`config.mk`:
```
export PLATFORM = sky130hd
export DESIGN_NAME = alu_sched_flat
export DESIGN_NICKNAME = d
export VERILOG_FILES = /design/src/rtl/alu_sched_if.sv /design/src/rtl/alu_sched.sv /design/src/flat_wrapper.sv
export SDC_FILE = /design/constraint.sdc
export NUM_CORES = 1
export LEC_CHECK = 0
export ABC_CLOCK_PERIOD_IN_PS = 2110
export CAP_MARGIN = 30
export CELL_PAD_IN_SITES_DETAIL_PLACEMENT = 0
export CELL_PAD_IN_SITES_GLOBAL_PLACEMENT = 1
export CORE_ASPECT_RATIO = 0.9
export CORE_MARGIN = 3
export CORE_UTILIZATION = 31
export CTS_BUF_LIST = sky130_fd_sc_hd__clkbuf_8
export CTS_CLUSTER_SIZE = 12
export DETAILED_ROUTE_END_ITERATION = 6
export PLACE_DENSITY_LB_ADDON = 0.1
export SLEW_MARGIN = 10
export SYNTH_ARGS = -nofsm -noshare
export SYNTH_HDL_FRONTEND = slang
export SYNTH_SLANG_ARGS = --single-unit
export TNS_END_PERCENT = 5
```
`constraint.sdc`:
```
create_clock -name clk -period 2.11 [get_ports clk]
set_input_delay 0.422 -clock clk [delete_from_list [all_inputs] [get_ports clk]]
set_output_delay 0.422 -clock clk [all_outputs]
set_load 0.02 [all_outputs]
```
`src/rtl/alu_sched_if.sv`:
```
// alu_sched_if: bundles every handshake and bus signal that surrounds the ALU
// scheduler. The two requester channels (req/rsp pairs) and the ALU pin group
// all sit here.
//
// Modports:
//   slave  - the scheduler side (alu_sched).
//   master - the environment side: the requesters plus the combinational ALU.
//
// Handshake rule for every valid/ready pair in this interface: a transfer
// happens on a rising clock edge where valid and ready are both sampled high.
// The valid side keeps its payload stable while valid is high and the
// transfer has not happened yet. A requester may drop req*_valid before
// acceptance without penalty.
interface alu_sched_if;
  // requester 0
  logic        req0_valid;
  logic        req0_ready;
  logic [3:0]  req0_op;
  logic [31:0] req0_a;
  logic [31:0] req0_b;
  logic        rsp0_valid;
  logic        rsp0_ready;
  logic [31:0] rsp0_result;
  logic        rsp0_zero;
  // requester 1
  logic        req1_valid;
  logic        req1_ready;
  logic [3:0]  req1_op;
  logic [31:0] req1_a;
  logic [31:0] req1_b;
  logic        rsp1_valid;
  logic        rsp1_ready;
  logic [31:0] rsp1_result;
  logic        rsp1_zero;
  // ALU pins
  logic [3:0]  alu_operation;
  logic [31:0] alu_data_a;
  logic [31:0] alu_data_b;
  logic [31:0] alu_result;
  logic        alu_zero;
  // status
  logic        busy;

  modport slave (
    input  req0_valid, req0_op, req0_a, req0_b, rsp0_ready,
    input  req1_valid, req1_op, req1_a, req1_b, rsp1_ready,
    input  alu_result, alu_zero,
    output req0_ready, rsp0_valid, rsp0_result, rsp0_zero,
    output req1_ready, rsp1_valid, rsp1_result, rsp1_zero,
    output alu_operation, alu_data_a, alu_data_b, busy
  );

  modport master (
    output req0_valid, req0_op, req0_a, req0_b, rsp0_ready,
    output req1_valid, req1_op, req1_a, req1_b, rsp1_ready,
    output alu_result, alu_zero,
    input  req0_ready, rsp0_valid, rsp0_result, rsp0_zero,
    input  req1_ready, rsp1_valid, rsp1_result, rsp1_zero,
    input  alu_operation, alu_data_a, alu_data_b, busy
  );
endinterface

```
`src/rtl/alu_sched.sv`:
```
// alu_sched: round-robin scheduler that shares one combinational 32-bit ALU
// between two requesters. It accepts one operation at a time and registers
// the operation and operands onto the ALU pins. It waits one cycle for the
// ALU to settle, captures result/zero, and then returns them to the owning
// requester with a valid/ready handshake.
//
// Ports:
//   clk       - sole clock, rising edge
//   rst_n     - asynchronous active-low reset
//   bus       - alu_sched_if.slave: req0/req1, rsp0/rsp1, ALU pins, busy
//   state_dbg - current FSM state (0 IDLE, 1 EXEC, 2 RESP)
module alu_sched (
  input  logic        clk,
  input  logic        rst_n,
  alu_sched_if.slave  bus,
  output logic [1:0]  state_dbg
);

  typedef enum logic [1:0] {
    IDLE = 2'd0,
    EXEC = 2'd1,
    RESP = 2'd2
  } state_t;

  state_t      state;
  logic        owner;
  logic        last_grant;
  logic        grant;
  logic        grant_valid;
  logic        rsp_done;

  logic [3:0]  op_q;
  logic [31:0] a_q;
  logic [31:0] b_q;
  logic [31:0] result_q;
  logic        zero_q;
  logic        rsp0_valid_q;
  logic        rsp1_valid_q;
  logic        busy_q;

  // Round-robin grant. When both requesters are valid, the one that did not
  // win last time gets the grant.
  always_comb begin
    grant_valid = bus.req0_valid | bus.req1_valid;
    grant       = 1'b0;
    if (bus.req0_valid && bus.req1_valid) begin
      grant = ~last_grant;
    end else if (bus.req1_valid) begin
      grant = 1'b1;
    end
  end

  // Ready is gated by rst_n so no requester sees ready while reset is held.
  assign bus.req0_ready = rst_n && (state == IDLE) && grant_valid && (grant == 1'b0);
  assign bus.req1_ready = rst_n && (state == IDLE) && grant_valid && (grant == 1'b1);

  // Only the owner's rsp_ready can complete a response.
  assign rsp_done = owner ? bus.rsp1_ready : bus.rsp0_ready;

  always_ff @(posedge clk or negedge rst_n) begin
    if (!rst_n) begin
      state        <= IDLE;
      owner        <= 1'b0;
      last_grant   <= 1'b1;
      op_q         <= 4'b0000;
      a_q          <= 32'd0;
      b_q          <= 32'd0;
      result_q     <= 32'd0;
      zero_q       <= 1'b0;
      rsp0_valid_q <= 1'b0;
      rsp1_valid_q <= 1'b0;
      busy_q       <= 1'b0;
    end else begin
      case (state)
        IDLE: begin
          if (grant_valid) begin
            // Operation and operands are owned from here on; requester
            // inputs are ignored until the next grant.
            op_q       <= grant ? bus.req1_op : bus.req0_op;
            a_q        <= grant ? bus.req1_a  : bus.req0_a;
            b_q        <= grant ? bus.req1_b  : bus.req0_b;
            owner      <= grant;
            last_grant <= grant;
            busy_q     <= 1'b1;
            state      <= EXEC;
          end
        end
        EXEC: begin
          result_q     <= bus.alu_result;
          zero_q       <= bus.alu_zero;
          rsp0_valid_q <= (owner == 1'b0);
          rsp1_valid_q <= (owner == 1'b1);
          state        <= RESP;
        end
        RESP: begin
          if (rsp_done) begin
            rsp0_valid_q <= 1'b0;
            rsp1_valid_q <= 1'b0;
            busy_q       <= 1'b0;
            state        <= IDLE;
          end
        end
        default: begin
          rsp0_valid_q <= 1'b0;
          rsp1_valid_q <= 1'b0;
          busy_q       <= 1'b0;
          state        <= IDLE;
        end
      endcase
    end
  end

  // One captured result register serves both response ports; only the
  // owner's valid is ever raised.
  assign bus.rsp0_valid    = rsp0_valid_q;
  assign bus.rsp1_valid    = rsp1_valid_q;
  assign bus.rsp0_result   = result_q;
  assign bus.rsp1_result   = result_q;
  assign bus.rsp0_zero     = zero_q;
  assign bus.rsp1_zero     = zero_q;
  assign bus.alu_operation = op_q;
  assign bus.alu_data_a    = a_q;
  assign bus.alu_data_b    = b_q;
  assign bus.busy          = busy_q;
  assign state_dbg         = state;

endmodule

```
`src/flat_wrapper.sv`:
```
// flat-port wrapper written by rule: the top's interface ports become plain ports
module alu_sched_flat 
  (clk, rst_n, state_dbg, bus_req0_valid, bus_req0_op, bus_req0_a, bus_req0_b, bus_rsp0_ready, bus_req1_valid, bus_req1_op, bus_req1_a, bus_req1_b, bus_rsp1_ready, bus_alu_result, bus_alu_zero, bus_req0_ready, bus_rsp0_valid, bus_rsp0_result, bus_rsp0_zero, bus_req1_ready, bus_rsp1_valid, bus_rsp1_result, bus_rsp1_zero, bus_alu_operation, bus_alu_data_a, bus_alu_data_b, bus_busy);
  alu_sched_if bus_i ();
  input  logic clk;
  input  logic rst_n;
  output logic [1:0] state_dbg;
  input wire logic [$bits(bus_i.req0_valid)-1:0] bus_req0_valid;
  input wire logic [$bits(bus_i.req0_op)-1:0] bus_req0_op;
  input wire logic [$bits(bus_i.req0_a)-1:0] bus_req0_a;
  input wire logic [$bits(bus_i.req0_b)-1:0] bus_req0_b;
  input wire logic [$bits(bus_i.rsp0_ready)-1:0] bus_rsp0_ready;
  input wire logic [$bits(bus_i.req1_valid)-1:0] bus_req1_valid;
  input wire logic [$bits(bus_i.req1_op)-1:0] bus_req1_op;
  input wire logic [$bits(bus_i.req1_a)-1:0] bus_req1_a;
  input wire logic [$bits(bus_i.req1_b)-1:0] bus_req1_b;
  input wire logic [$bits(bus_i.rsp1_ready)-1:0] bus_rsp1_ready;
  input wire logic [$bits(bus_i.alu_result)-1:0] bus_alu_result;
  input wire logic [$bits(bus_i.alu_zero)-1:0] bus_alu_zero;
  output wire logic [$bits(bus_i.req0_ready)-1:0] bus_req0_ready;
  output wire logic [$bits(bus_i.rsp0_valid)-1:0] bus_rsp0_valid;
  output wire logic [$bits(bus_i.rsp0_result)-1:0] bus_rsp0_result;
  output wire logic [$bits(bus_i.rsp0_zero)-1:0] bus_rsp0_zero;
  output wire logic [$bits(bus_i.req1_ready)-1:0] bus_req1_ready;
  output wire logic [$bits(bus_i.rsp1_valid)-1:0] bus_rsp1_valid;
  output wire logic [$bits(bus_i.rsp1_result)-1:0] bus_rsp1_result;
  output wire logic [$bits(bus_i.rsp1_zero)-1:0] bus_rsp1_zero;
  output wire logic [$bits(bus_i.alu_operation)-1:0] bus_alu_operation;
  output wire logic [$bits(bus_i.alu_data_a)-1:0] bus_alu_data_a;
  output wire logic [$bits(bus_i.alu_data_b)-1:0] bus_alu_data_b;
  output wire logic [$bits(bus_i.busy)-1:0] bus_busy;
  assign bus_i.req0_valid = bus_req0_valid;
  assign bus_i.req0_op = bus_req0_op;
  assign bus_i.req0_a = bus_req0_a;
  assign bus_i.req0_b = bus_req0_b;
  assign bus_i.rsp0_ready = bus_rsp0_ready;
  assign bus_i.req1_valid = bus_req1_valid;
  assign bus_i.req1_op = bus_req1_op;
  assign bus_i.req1_a = bus_req1_a;
  assign bus_i.req1_b = bus_req1_b;
  assign bus_i.rsp1_ready = bus_rsp1_ready;
  assign bus_i.alu_result = bus_alu_result;
  assign bus_i.alu_zero = bus_alu_zero;
  assign bus_req0_ready = bus_i.req0_ready;
  assign bus_rsp0_valid = bus_i.rsp0_valid;
  assign bus_rsp0_result = bus_i.rsp0_result;
  assign bus_rsp0_zero = bus_i.rsp0_zero;
  assign bus_req1_ready = bus_i.req1_ready;
  assign bus_rsp1_valid = bus_i.rsp1_valid;
  assign bus_rsp1_result = bus_i.rsp1_result;
  assign bus_rsp1_zero = bus_i.rsp1_zero;
  assign bus_alu_operation = bus_i.alu_operation;
  assign bus_alu_data_a = bus_i.alu_data_a;
  assign bus_alu_data_b = bus_i.alu_data_b;
  assign bus_busy = bus_i.busy;
  alu_sched u_core (.clk(clk), .rst_n(rst_n), .bus(bus_i), .state_dbg(state_dbg));
endmodule
```
**Yosys cells after proc, flatten, opt, wreduce, memory -nomap -nowiden**

Cells that the tools add are included.

- Reduce and logical (&&, ||, !) cells: 10
- Bitwise logic cells: 6
- Mux-type cells: 14
- Eq/ne operators: 4

Operators by type and width:

| kind | number |
|---|---|
| 32-bit two-way mux | 2 |
| 1-bit case mux with 3 select lines | 3 |
| 2-bit case mux with 3 select lines | 1 |
| 2-bit AND reduction | 3 |
| 1-bit logical AND | 5 |
| 1-bit two-way mux | 5 |
| 1-bit NOT | 5 |
| 2-bit two-way mux | 2 |
| 4-bit two-way mux | 1 |
| 2-bit by 1-bit inequality test with 1-bit output (second input constant) | 2 |
| 3-bit AND reduction | 1 |
| 2-bit by 1-bit == test with 1-bit output (second input constant) | 1 |
| 2-bit == test (second input constant) | 1 |
| 2-bit logical NOT | 1 |
| 1-bit bitwise OR | 1 |

- Register bits after elaboration: 108
- Bits of input ports: 175

**Longest topological paths before layout**

Gate-level depths: netlist (run 1).

- Word-level depth: 4
- Depth in mapped cells: 6
- Gate-level depth less buffers: 3

**Least setup slack after synthesis (run 1)**

No wires, ideal clock.

- Path kind: input to output
- Start: input bus_req1_valid
- End: output bus_req1_ready
- Stages: 4
- Slack: 0.000 ns
- Arrival: 1.688 ns
- Cells stage by stage: a21bo_1 buf_6 buf_8 nor4b_1

- Word-level cells in the longest chain between the ends: 3
- Elaborated cells on any way between the ends: 6
- Those cells by class: mux (2); bitwise (1); reduce/logical (3)

RTL lines:

| item | RTL line | text |
|---|---|---|
| from (decl) | flat_wrapper.sv:13 | `input wire logic [$bits(bus_i.req1_valid)-1:0] bus_req1_valid;` |
| 1-bit two-way mux, or another cell as far along | alu_sched.sv:48 | `end else if (bus.req1_valid) begin` |
| 1-bit two-way mux / 1-bit logical AND (equally long branches) | alu_sched.sv:46, alu_sched.sv:55 |  |
| 1-bit logical AND (*) | alu_sched.sv:55 | `assign bus.req1_ready = rst_n && (state == IDLE) && grant_valid && (grant == 1'b1);` |
| to (decl) | flat_wrapper.sv:24 | `output wire logic [$bits(bus_i.req1_ready)-1:0] bus_req1_ready;` |

Every way passes the cells marked *; elsewhere a longest branch is shown, timed or not.

**Worst setup path in the final report (run 1)**

- Start: input bus_req0_valid
- End: output bus_req0_ready

- Word-level cells in the longest chain between the ends: 4
- Elaborated cells on any way between the ends: 6
- Those cells by class: mux (1); bitwise (2); reduce/logical (3)

RTL lines:

| item | RTL line | text |
|---|---|---|
| from (decl) | flat_wrapper.sv:8 | `input wire logic [$bits(bus_i.req0_valid)-1:0] bus_req0_valid;` |
| 1-bit logical AND | alu_sched.sv:46 | `if (bus.req0_valid && bus.req1_valid) begin` |
| 1-bit two-way mux | alu_sched.sv:46 |  |
| 1-bit NOT | alu_sched.sv:54 | `assign bus.req0_ready = rst_n && (state == IDLE) && grant_valid && (grant == 1'b0);` |
| 1-bit logical AND (*) | alu_sched.sv:54 |  |
| to (decl) | flat_wrapper.sv:20 | `output wire logic [$bits(bus_i.req0_ready)-1:0] bus_req0_ready;` |

Marks and branches as above.

==> run_results.csv, run 1 <==
group,metric,value,unit
cells_and_area,antenna_cells,0,
grt,globalRoute.totalOverflow,0,
cells_and_area,fin_util,50.76,%
cells_and_area,layout-drive-gt1-share,32.25,%
logic_synthesis,ys_seq_elements,108,
sta,hold_viol_final,0,
route,via_per_inst,4.316,
logic_synthesis,synthFlopType,"dfrtp_1",
clock_network,cts_setup_buffers,0,
flow_run,drv_cap,0,
placement,place_inst,867,
sta,fin_crit_sh,98.13,%
power,power.internal,8.417,mW
setup_path,startpoint_type,"primary input",
power,comb_power_share,61.8,%
clock_network,numCtsBuffers,9,
grt,grt.met2_usage,26.48,%
grt,antenna_found_initial,0,
floorplanning,fp.dieW,149.5,µm
sta,slew_headroom,64.14,%
cells_and_area,final_cells,885,
floorplanning,start_util,32.11,%
logic_synthesis,syn_area,0.005748,mm²
grt,grt_pass1_wl,23740,µm
grt,grt_pass1_vias,4178,
floorplanning,die-height,135.2,µm
clock_network,clk_latency,0.36,ns
logic_synthesis,synth_seq_area_share,47.04,%
min_path,worstHoldPathType,"in2async",
logic_synthesis,synth_area_per_cell,16.33,µm²
route,wl,15610,µm
placement,gp_congestion,0.7230,
floorplanning,ios,316,
logic_synthesis,syn_nets,527,
clock_network,cts_max_level,3,
setup_path,critPathCaptureType,"output port",
power,leakage,3.985,nW
power,clkPwrFrac,9.5,%
logic_synthesis,synth_edf_count,0,
sta,setup_slack,0.03944,ns
grt,busiest_layer,"met2",
route,wl_per_cell,17.63,µm
sta,maxSlewViolCount,0,
route,drc,0,
setup_path,path_max_fanout,2,
setup_path,worstSetupPathType,"in2out",
sta,finalCriticalPeriod,2.071,ns
setup_path,arrival,1.65,ns
placement,portBuffers,315,
placement,hpwl,12060,µm
route,vias,3820,
power,p_total,13.47,mW
status,outcome,"complete, no violations",
sta,whs,0.4408,ns
route,drt_iter0_drc,100,
logic_synthesis,ys_warn_count,0,
cells_and_area,fill_cells,1531,
logic_synthesis,synth.distinct_cells,25,
power,p_sw_share,37.52,%
setup_path,critPathRequiredTime,1.69,ns
clock_network,cts.sinks,108,
sta,setup_viol_count_final,0,
power,powerDensity,1483,mW/mm²
floorplanning,placementRows,46,
power,power.switching,5.054,mW
cells_and_area,fin_area,0.009086,mm²
sta,timing.fmax,483.0,MHz
grt,grt_use_met1,17.21,%
grt,grt.total_usage,15.19,%
sta,finalSetupTns,0,ns
sta,rsz0062_at_grt,"false",
floorplanning,fp.dieArea,0.02021,mm²
clock_network,cts_root_buf,"clkbuf_8",
power,power_frac_seq,28.6,%
logic_synthesis,synthArstFlopShare,100.0,%
sta,finalClockSkew,0.009975,ns
cells_and_area,final_nets,815,
floorplanning,core,0.01790,mm²
grt,grt_max_degree,76,
placement,place_ws,-0.4440,ns
placement,placed_area,0.008847,mm²
clock_network,cts_tree,"built",
setup_path,rrSetupSlack,0.13,ns
logic_synthesis,netlist_instances,352,
route,first_pass_iters,4,
grt,use_met3,5.888,%
clock_network,cts_buffer_depth,2,
route,detail-route-antenna-nets,0,
cells_and_area,syn_to_final_growth,58.08,%
clock_network,clk_pin_slew,0.10,ns
power,vdd_ir_drop_max,0.0006142,V
sta,worst_slew_pin_slew,0.5379,ns
==> cell families after synthesis <==
family,Yosys count,synth area share (%)
DFF,108,47.04
and+or+nand+nor,7,0.6313
buffers and inverters,56,8.859
AOI/OAI and AO/OA,10,1.263
muxes,171,42.21
==> Yosys cell counts, drive strengths merged (2+ instances only) <==
cell	number	area [µm²]
buf	54	501.7
dfrtp	107	2678
inv	2	7.510
mux2	169	2406
mux2i	2	20.02
nand2	3	11.26
o22ai	2	12.51
==> state kept, by name (all words and copies together), names as in the netlist <==
signal	cells
u_core.bus.busy	1
u_core.bus.rsp0_result	32
u_core.bus.rsp0_valid	1
u_core.bus.alu_operation	4
u_core.bus.alu_data_b	32
u_core.state_dbg	2
u_core.bus.rsp1_valid	1
u_core.last_grant	1
u_core.bus.alu_data_a	32
u_core.bus.rsp0_zero	1
u_core.owner	1
==> layout by cell type, fill, tap and decap left out, drive strengths merged, types with 2 or more instances in the layout <==
master / synthesis / routed
clkdlybuf4s50: 0 / 312
mux2: 169 / 169
dfrtp: 107 / 107
buf: 54 / 17
clkbuf: 0 / 9
nand2: 3 / 3
clkinvlp: 0 / 3
inv: 2 / 3
mux2i: 2 / 2
o22ai: 2 / 2
clkinv: 0 / 2
==> routing by layer <==
layer,share of wire [%],up-vias
met5,0,-
met4,1.4,0
met3,11,12
met2,50,194
met1,37,1829
li1,-,1785
==> worst max-delay path, cell delays in order <==
cell,delay [ns]
clkdlybuf4s50_1,0.45
buf_4,0.16
o21a_4,0.19
and3_1,0.17
clkdlybuf4s15_2,0.27
==> timing repair <==
| item | 4_1_cts | 5_1_grt |
|---|---|---|
| cloned | 0 | 0 |
| setup endpoints to repair | 2 | 2 |
| endpoints found under the hold margin | 2 | 0 |
| hold buffers | 1 | 0 |
| gates resized for setup | 8 | 3 |
==> worst paths after layout <==
path,to,start,depth (start not counted)
worst max register to register,u_core.bus.alu_data_a[31],u_core.last_grant,5
max in group asynchronous,u_core.bus.alu_data_a[19],rst_n,4
worst min register to register,u_core.bus.alu_data_b[0],u_core.bus.alu_data_b[0],1
worst max-delay path,bus_req0_ready,bus_req0_valid,5
worst min-delay path,u_core.bus.busy,rst_n,2
min in group clk,u_core.bus.alu_data_b[0],u_core.bus.alu_data_b[0],1
==> power groups by stage <==
stage / combinational [mW] / clock (mW) / sequential, mW
global route: 8.78 / 1.44 / 4.00
detailed placement: 8.44 / 0 / 3.87
floorplan: 3.98 / 0 / 5.07
finish: 8.33 / 1.28 / 3.86
global placement: 8.37 / 0 / 3.84
CTS: 8.44 / 1.36 / 3.87
==> final cells by class <==
type	instances	area, µm²	share of cell area, %
timing repair buffer	331	3309	36.42
sequential	108	2704	29.76
clock inverter	7	75.07	0.8262
multi-input combinational	188	2566	28.24
inverter	2	7.507	0.08262
clock buffer	9	123.9	1.363
tap	240	300.3	3.305
Note: power is estimated with default switching activity, not from simulation.
==> inputs of run 2 (changes only) <==
--- a/config.mk
+++ b/config.mk
@@ -11,7 +11,7 @@
 export CELL_PAD_IN_SITES_GLOBAL_PLACEMENT = 1
 export CORE_ASPECT_RATIO = 0.9
 export CORE_MARGIN = 3
-export CORE_UTILIZATION = 31
+export CORE_UTILIZATION = 30
 export CTS_BUF_LIST = sky130_fd_sc_hd__clkbuf_8
 export CTS_CLUSTER_SIZE = 12
 export DETAILED_ROUTE_END_ITERATION = 6
==> run_results.csv, run 2 (synthesis gave the netlist of run 1 again) <==
group,metric,value,unit
cells_and_area,fin_util,49.25,%
route,wl,15440,µm
cells_and_area,layout_common_cells,"310 x clkdlybuf4s50_1, 134 x mux2_4, 107 x dfrtp_1",
floorplanning,placementRows,47,
grt,grt.total_usage,14.56,%
cells_and_area,antenna_cells,0,
floorplanning,fp.dieW,151.9,µm
grt,busiest_layer,"met2",
placement,portBuffers,315,
placement,gp_congestion,0.7257,
clock_network,clk_latency,0.37,ns
power,powerDensity,1486,mW/mm²
flow_run,drv_cap,0,
floorplanning,core,0.01858,mm²
sta,finalSetupTns,0,ns
power,leakage,4.035,nW
cells_and_area,ff_latch_area,0.002704,mm²
clock_network,clk_pin_slew,0.11,ns
setup_path,startpoint_type,"register",
grt,grt_max_degree,62,
cells_and_area,multi_input_area,0.002562,mm²
clock_network,cts.sinks,108,
placement,hpwl,11810,µm
route,drc,0,
clock_network,cts_max_level,3,
setup_path,worstSetupPathType,"reg2out",
sta,setup_slack,0.1034,ns
setup_path,path_max_fanout,9,
sta,whs,0.1549,ns
cells_and_area,final_common_cell,"clkdlybuf4s50_1",
clock_network,cts_tree,"built",
cells_and_area,fill_cells,1645,
route,vias,3798,
sta,rsz0062_at_grt,"false",
cells_and_area,final_nets,815,
power,p_total,13.60,mW
grt,grt_pass1_wl,23770,µm
sta,timing.fmax,498.4,MHz
cells_and_area,fin_area,0.009153,mm²
power,vdd_ir_drop_max,0.0005614,V
clock_network,cts_root_buf,"clkbuf_8",
grt,globalRoute.totalOverflow,0,
sta,finalCriticalPeriod,2.007,ns
placement,place_inst,871,
sta,hold_viol_final,0,
setup_path,critPathCaptureType,"output port",
route,wl_per_cell,17.35,µm
setup_path,critPathRequiredTime,1.69,ns
sta,fin_crit_sh,95.10,%
clock_network,cts_buffer_depth,2,
floorplanning,ios,316,
sta,slew_headroom,47.43,%
placement,placed_area,0.008869,mm²
grt,use_met3,6.344,%
placement,place_ws,-0.3991,ns
cells_and_area,layout-drive-gt1-share,32.40,%
floorplanning,fp.dieArea,0.02086,mm²
sta,worst_slew_pin_slew,0.7886,ns
sta,setup_viol_count_final,0,
cells_and_area,syn_to_final_growth,59.23,%
grt,grt_use_met1,16.96,%
setup_path,arrival,1.58,ns
sta,maxSlewViolCount,0,
route,detail-route-antenna-nets,0,
sta,finalClockSkew,0.01127,ns
min_path,worstHoldPathType,"in2async",
grt,grt_pass1_vias,4179,
cells_and_area,final_cells,890,
grt,grt.met2_usage,25.00,%
floorplanning,start_util,30.93,%
clock_network,numCtsBuffers,9,
route,drt_iter0_drc,116,
route,first_pass_iters,4,
route,via_per_inst,4.267,
status,outcome,"complete, no violations",
floorplanning,die-height,137.3,µm
grt,antenna_found_initial,0,
-- run 2: final timing paths --
kind                                     startpoint                          to  slack [ns]  depth (start not counted)
hold / removal                                rst_n         u_core.state_dbg[1]        0.15                          2
setup reg to reg                  u_core.last_grant   u_core.bus.alu_data_a[31]        0.11                          6
setup / recovery                u_core.state_dbg[1]                state_dbg[1]        0.10                          2
max in group asynchronous                     rst_n  u_core.bus.rsp0_result[19]        0.69                          3
hold reg to reg            u_core.bus.alu_data_b[5]    u_core.bus.alu_data_b[5]        0.51                          1
min in group clk                     bus_req0_valid           u_core.last_grant        0.37                          3
-- run 2: metal layers --
metal | share of wire [%] | routed length [µm]
met1 | 40 | 6132
met2 | 50 | 7689
met5 | 0 | 0
met3 | 9.6 | 1480
met4 | 0.91 | 140
-- run 2: final cells by class --
| type | count | area share, % |
|---|---|---|
| clock inverters | 5 | 0.7245 |
| flip-flops and latches | 108 | 29.54 |
| repair buffers | 331 | 36.65 |
| inverters | 2 | 0.08202 |
| clock buffers | 11 | 1.654 |
| multi-input cells | 188 | 28.00 |
| well taps | 245 | 3.349 |
-- run 2: worst max-delay path, stage by stage, from the launching register on --
cell,delay (ns)
dfrtp_1,0.37
buf_4,0.18
clkdlybuf4s50_1,0.66
-- run 2: power breakdown --
group	switching [mW]	leakage [nW]	internal (mW)
Sequential	0.695	1.26	3.15
Clock	0.737	0.108	0.629
Combinational	3.62	2.66	4.77
Total	5.05	4.04	8.55
-- run 2: timing repair --
item	4_1_cts	5_1_grt
gates cloned	1	0
hold buffers	0	0
endpoints found under the setup margin	2	1
setup buffers	2	0
gates resized for setup	11	2
